[config.mk]
export PLATFORM = sky130hd
export DESIGN_NAME = reg_rename_file
export DESIGN_NICKNAME = d
export VERILOG_FILES = /design/src/rtl/reg_rename_file.sv
export SDC_FILE = /design/constraint.sdc
export NUM_CORES = 2
export LEC_CHECK = 0
export BUFFER_PORTS_ARGS = -buffer_cell sky130_fd_sc_hd__buf_2
export CAP_MARGIN = 20
export CELL_PAD_IN_SITES_DETAIL_PLACEMENT = 1
export CELL_PAD_IN_SITES_GLOBAL_PLACEMENT = 2
export CORE_ASPECT_RATIO = 1.5
export CORE_MARGIN = 3
export CORE_UTILIZATION = 44
export DETAILED_ROUTE_END_ITERATION = 7
export PLACE_DENSITY_LB_ADDON = 0.1
export SLEW_MARGIN = 10
export SYNTH_ARGS = -nofsm -noshare
export SYNTH_HDL_FRONTEND = slang
export SYNTH_SLANG_ARGS = --single-unit
[constraint.sdc]
create_clock -name clk -period 7.29 [get_ports clk]
set_input_delay 0.3645 -clock clk [delete_from_list [all_inputs] [get_ports clk]]
set_output_delay 0.3645 -clock clk [all_outputs]
set_load 0.01 [all_outputs]
[src/rtl/reg_rename_file.sv]
// Architectural register file with per-register rename tags.
// Issue renames a destination to a ROB slot; in-order commit writes the value
// and retires the rename only if the register still points at that slot.
// Two combinational read ports serve the decoder, including a bypass of the
// commit happening in the same cycle.
//
// Handshake note: issue_enable and commit_enable are single-cycle qualifiers
// for their payloads. There is no backpressure. They take effect only on an
// edge where rdy is high. A low rdy freezes all state and drops the request.
module reg_rename_file #(
  parameter int REG_NUM   = 32,
  parameter int REG_POS_W = 5,
  parameter int ROB_POS_W = 4,
  parameter int DATA_W    = 32
) (
  input  logic                 clk,
  input  logic                 rst,
  input  logic                 rdy,
  input  logic                 rollback,
  input  logic                 issue_enable,
  input  logic [REG_POS_W-1:0] issue_rd,
  input  logic [ROB_POS_W-1:0] issue_rob_pos,
  input  logic                 commit_enable,
  input  logic [REG_POS_W-1:0] commit_reg_pos,
  input  logic [DATA_W-1:0]    commit_val,
  input  logic [ROB_POS_W-1:0] commit_rob_pos,
  input  logic [REG_POS_W-1:0] rs1_pos,
  input  logic [REG_POS_W-1:0] rs2_pos,
  output logic                 rs1_busy,
  output logic [ROB_POS_W-1:0] rs1_rob_pos,
  output logic [DATA_W-1:0]    rs1_val,
  output logic                 rs2_busy,
  output logic [ROB_POS_W-1:0] rs2_rob_pos,
  output logic [DATA_W-1:0]    rs2_val
);

  logic [DATA_W-1:0]    val_q [REG_NUM];
  logic [DATA_W-1:0]    val_d [REG_NUM];
  logic [ROB_POS_W-1:0] tag_q [REG_NUM];
  logic [ROB_POS_W-1:0] tag_d [REG_NUM];
  logic [REG_NUM-1:0]   busy_q;
  logic [REG_NUM-1:0]   busy_d;

  logic issue_fire;
  logic commit_fire;

  // An issue during rollback belongs to the squashed path and is dropped.
  // x0 is never written, so its entry stays at the reset value of zero.
  assign issue_fire  = issue_enable && (issue_rd != '0) && !rollback;
  assign commit_fire = commit_enable && (commit_reg_pos != '0);

  // Next-state: commit writes value and retires a matching rename; a
  // same-cycle issue to the same register keeps it busy with the new tag.
  always_comb begin
    val_d  = val_q;
    tag_d  = tag_q;
    busy_d = busy_q;
    if (rdy) begin
      if (commit_fire) begin
        val_d[commit_reg_pos] = commit_val;
        if ((tag_q[commit_reg_pos] == commit_rob_pos) &&
            !(issue_fire && (issue_rd == commit_reg_pos))) begin
          busy_d[commit_reg_pos] = 1'b0;
        end
      end
      if (rollback) begin
        busy_d = '0;
      end else if (issue_fire) begin
        busy_d[issue_rd] = 1'b1;
        tag_d[issue_rd]  = issue_rob_pos;
      end
    end
  end

  // State registers with synchronous active-high reset.
  always_ff @(posedge clk) begin
    if (rst) begin
      for (int i = 0; i < REG_NUM; i++) begin
        val_q[i] <= '0;
        tag_q[i] <= '0;
      end
      busy_q <= '0;
    end else begin
      val_q  <= val_d;
      tag_q  <= tag_d;
      busy_q <= busy_d;
    end
  end

  // Read port 1: x0 is constant zero; a retiring producer is bypassed.
  always_comb begin
    rs1_busy    = busy_q[rs1_pos];
    rs1_rob_pos = tag_q[rs1_pos];
    rs1_val     = val_q[rs1_pos];
    if (rs1_pos == '0) begin
      rs1_busy    = 1'b0;
      rs1_rob_pos = '0;
      rs1_val     = '0;
    end else if (commit_enable && (commit_reg_pos == rs1_pos) &&
                 busy_q[rs1_pos] && (tag_q[rs1_pos] == commit_rob_pos)) begin
      rs1_busy    = 1'b0;
      rs1_rob_pos = '0;
      rs1_val     = commit_val;
    end
  end

  // Read port 2: same rules as port 1.
  always_comb begin
    rs2_busy    = busy_q[rs2_pos];
    rs2_rob_pos = tag_q[rs2_pos];
    rs2_val     = val_q[rs2_pos];
    if (rs2_pos == '0) begin
      rs2_busy    = 1'b0;
      rs2_rob_pos = '0;
      rs2_val     = '0;
    end else if (commit_enable && (commit_reg_pos == rs2_pos) &&
                 busy_q[rs2_pos] && (tag_q[rs2_pos] == commit_rob_pos)) begin
      rs2_busy    = 1'b0;
      rs2_rob_pos = '0;
      rs2_val     = commit_val;
    end
  end

endmodule

==> impl_metrics.csv <==
group,metric,value,unit
outcome,run_status,"finished clean",
clock_tree,clk-insertion-delay-late,0.80,ns
logic_synthesis,ys_seq_elements,1184,
global_routing,grt_start_max_net_pins,213,
route,dr.first_iter.drc_count,5981,
sta,slew_headroom,24.6,%
min_path,timing.hold.worst.class,"in2reg",
power,leakage,22.0,nW
floorplan,floorplan.io_pins,140,
route,ant_nets,0,
logic_synthesis,synth_largest_area_cell,"dfxtp_1",
logic_synthesis,ys.warnings.count,0,
sta,unrepaired_setup_endpoints_after_global_routing,"false",
power,p_per_area,213,mW/mm2
logic_synthesis,top_reg_cell_synth,"dfxtp_1",
worst_setup_path,end_kind,"output pin",
route,post_drt_wl_per_cell,32.2,um
logic_synthesis,count_of_flip_flops_with_a_built_in_enable_after_synthesis,0,
sta,fin_worst_hold_slack,0.135,ns
layout,fillerInstances,15798,
worst_setup_path,critical-path-slowest-cell,"buf_4",
logic_synthesis,yosysSeqAreaShare,37.8,%
sta,finalCriticalPeriod,5.21,ns
logic_synthesis,postSynthCellCount,6807,
floorplan,start_util,44.4,%
clock_tree,tritoncts,"yes",
global_routing,wire_length_of_the_first_global_routing_pass,393,mm
placement,place_congestion,0.957,
floorplan,rows,169,
worst_setup_path,worst-endpoint-arrival,4.84,ns
worst_setup_path,cp_data_required_time,6.93,ns
route,via_count,55428,
worst_setup_path,cpPeakStageDelay,0.66,ns
power,peakVddDrop,0.221,mV
clock_tree,clk_pin_slew,0.07,ns
logic_synthesis,synthesis.area,0.0628,mm2
worst_setup_path,crit_path_max_fanout,47,
clock_tree,cts_max_level,4,
sta,max_freq,192,MHz
worst_setup_path,worst_path_most_repeated_cell,"buf_4",
clock_tree,cts_buf_count,130,
floorplan,floorplan.core_area,0.141,mm2
worst_setup_path,cp_cell_sequence,"clkbuf_8 -> buf_4 -> nor2_1 -> a22o_1 -> a311oi_2 -> nor4_1 -> or4_1 -> nor4_4 -> buf_4 -> mux2i_1 -> buf_2",
route,firstDrtPassIters,5,
clock_tree,cts_sinks,1184,
placement,dp_hpwl,157,mm
global_routing,groute.usage.overall,36.4,%
floorplan,die-area,0.147,mm2
global_routing,grt_remaining_overflow,0,
placement,io_buffer_count,139,
logic_synthesis,synth.net_count,6873,
layout,final_nets,6547,
sta,clock-skew-final,0.0292,ns
clock_tree,cts.path.max_buffers,3,
sta,post-route-period-util,71.4,%
logic_synthesis,syn_area_per_cell,9.22,um2
global_routing,antenna_violations_before_repair,12,
floorplan,die_height,469,um
route,drc,0,
route,wl,273,mm
placement,dpl_worst_slack,2.14,ns
global_routing,first_global_vias,56086,
sta,report.final.setup_viol,0,
floorplan,die_width,314,um
sta,timing.final.hold_violations,0,
clock_tree,root_buffer_cell,"clkbuf_16",
sta,worst_setup_slack_final,2.08,ns
logic_synthesis,ys_top_cells_by_area,"dfxtp_1, mux4_2, nand2_1, a21oi_1, mux2i_1",
logic_synthesis,synth-async-reset-ratio,0,%
worst_setup_path,timing.setup.critical_path_class,"in2out",
layout,layout_cell_share_with_drive_strength_beyond_1,19.8,%
sta,worstMarginPinSlew,1.13,ns
run,maxCapViolations,0,
logic_synthesis,post_synth_num_cell_types,68,
sta,drv_slew,0,
sta,accumulated_negative_setup_slack,0,ns
logic_synthesis,synth_top_cell_area_share,37.8,%
route,routed_via_density,6.55,
worst_setup_path,worstSetupStartpointType,"input port",
clock_tree,postCtsSetupBuffers,0,
layout,areaGrowthSynthToFinish,9.33,%
-- cell usage after synthesis (25+ instances only) --
master    count
mux2i_1     244
nor2_1      145
o211ai_1     67
buf_1        47
clkbuf_1    499
a21oi_1    1077
mux4_2      683
a311oi_1     25
dfxtp_1    1184
nand3_1      74
buf_2       120
nand2_1    2192
o22ai_1      38
or2_2        67
clkbuf_2     28
nor2b_1      56
-- where the power goes --
part	leakage, nW	internal [mW]	switching (mW)
registers	9.54	6.49	0.0198
logic	10.3	0.336	0.850
clock network	2.14	4.05	2.89
-- what timing repair did --
item	CTS	global route
resized for setup	0	0
hold endpoints to repair	2	0
hold buffers	1	0
-- final timing paths --
check                           slack, ns                     from                      end  cells past startpoint
worst min register to register       0.46  val_q[559]$_SDFFE_PP0P_  val_q[559]$_SDFFE_PP0P_                      2
worst max register to register       3.67    tag_q[3]$_SDFFE_PP0P_   busy_q[1]$_SDFFE_PP0P_                      7
worst max-delay path                 2.08               rs2_pos[2]              rs2_val[24]                     11
worst min-delay path                 0.14                      rst   tag_q[44]$_SDFFE_PP0P_                      2
-- per-layer routing --
layer,global-route usage (%),wire length (um),share of wire [%]
met5,0,31,0.011
met4,18.7,15600,5.7
met2,60.2,130000,48
met3,5.88,20700,7.6
met1,46.2,106000,39
-- cells by family (layout without fill, tap and decap cells) --
group           count (synthesis)  count (layout)  share of synthesized area, %
other cells                     0               1                             0
buf+inv                       727             496                          4.89
mux                           951             951                          29.0
compound gates               1287            1287                          11.1
flops                        1184            1184                          37.8
simple gates                 2638            2638                          17.0
xor+xnor                       20              20                         0.279
-- state kept, by name, summed over array words and instances (netlist names) --
signal / count
busy_q: 32
val_q: 1024
tag_q: 128
-- worst max-delay path: cells and delay by family --
kind / cells / cell delay (ns)
buffers and inverters: 4 / 1.99
and+or+nand+nor: 4 / 1.03
AOI/OAI and AO/OA: 2 / 0.65
muxes: 1 / 0.61
-- layout by cell type (no fill, tap or decap), types with 12 or more instances in the layout --
cell,netlist,final
nor2_4,0,30
clkbuf_16,0,134
nor4_1,20,19
clkbuf_1,499,26
o22ai_1,38,38
a22oi_1,17,17
a311oi_1,25,25
nor3_1,17,15
or2_2,67,66
o21ai_0,18,18
o211ai_1,67,67
clkbuf_8,0,38
mux4_2,683,683
clkinv_2,0,12
nor2_1,145,115
nand3_1,74,72
buf_2,120,128
nand2_1,2192,2162
buf_4,14,112
nor2b_1,56,56
dfxtp_1,1184,1184
mux2_2,17,17
nand2_2,0,30
mux2i_1,244,244
a21oi_1,1077,1077
-- layout make-up --
cell class	instances	area [um2]	share of cell area, %
timing repair buffer	260	1810	2.63
multi-input combinational	4896	36400	53.0
clock inverter	31	419	0.611
antenna	1	2.50	0.00365
sequential	1184	23700	34.5
inverter	9	33.8	0.0492
tap	1881	2350	3.43
clock buffer	196	3950	5.75
-- stage by stage --
step / cells / cell area, um2 / total power, mW / utilization [%]
2_1_floorplan: 6807 / 62800 / 7.40 / -
3_3_place_gp: 8227 / 64200 / 7.82 / 45.4
3_5_place_dp: 8227 / 64200 / 7.82 / 45.4
4_1_cts: 8455 / 68600 / 14.7 / 48.5
5_1_grt: 8458 / 68600 / 15.0 / 48.5
6_report: 8458 / 68600 / 14.6 / 48.5
No activity file was read; power rests on OpenSTA's default activity.
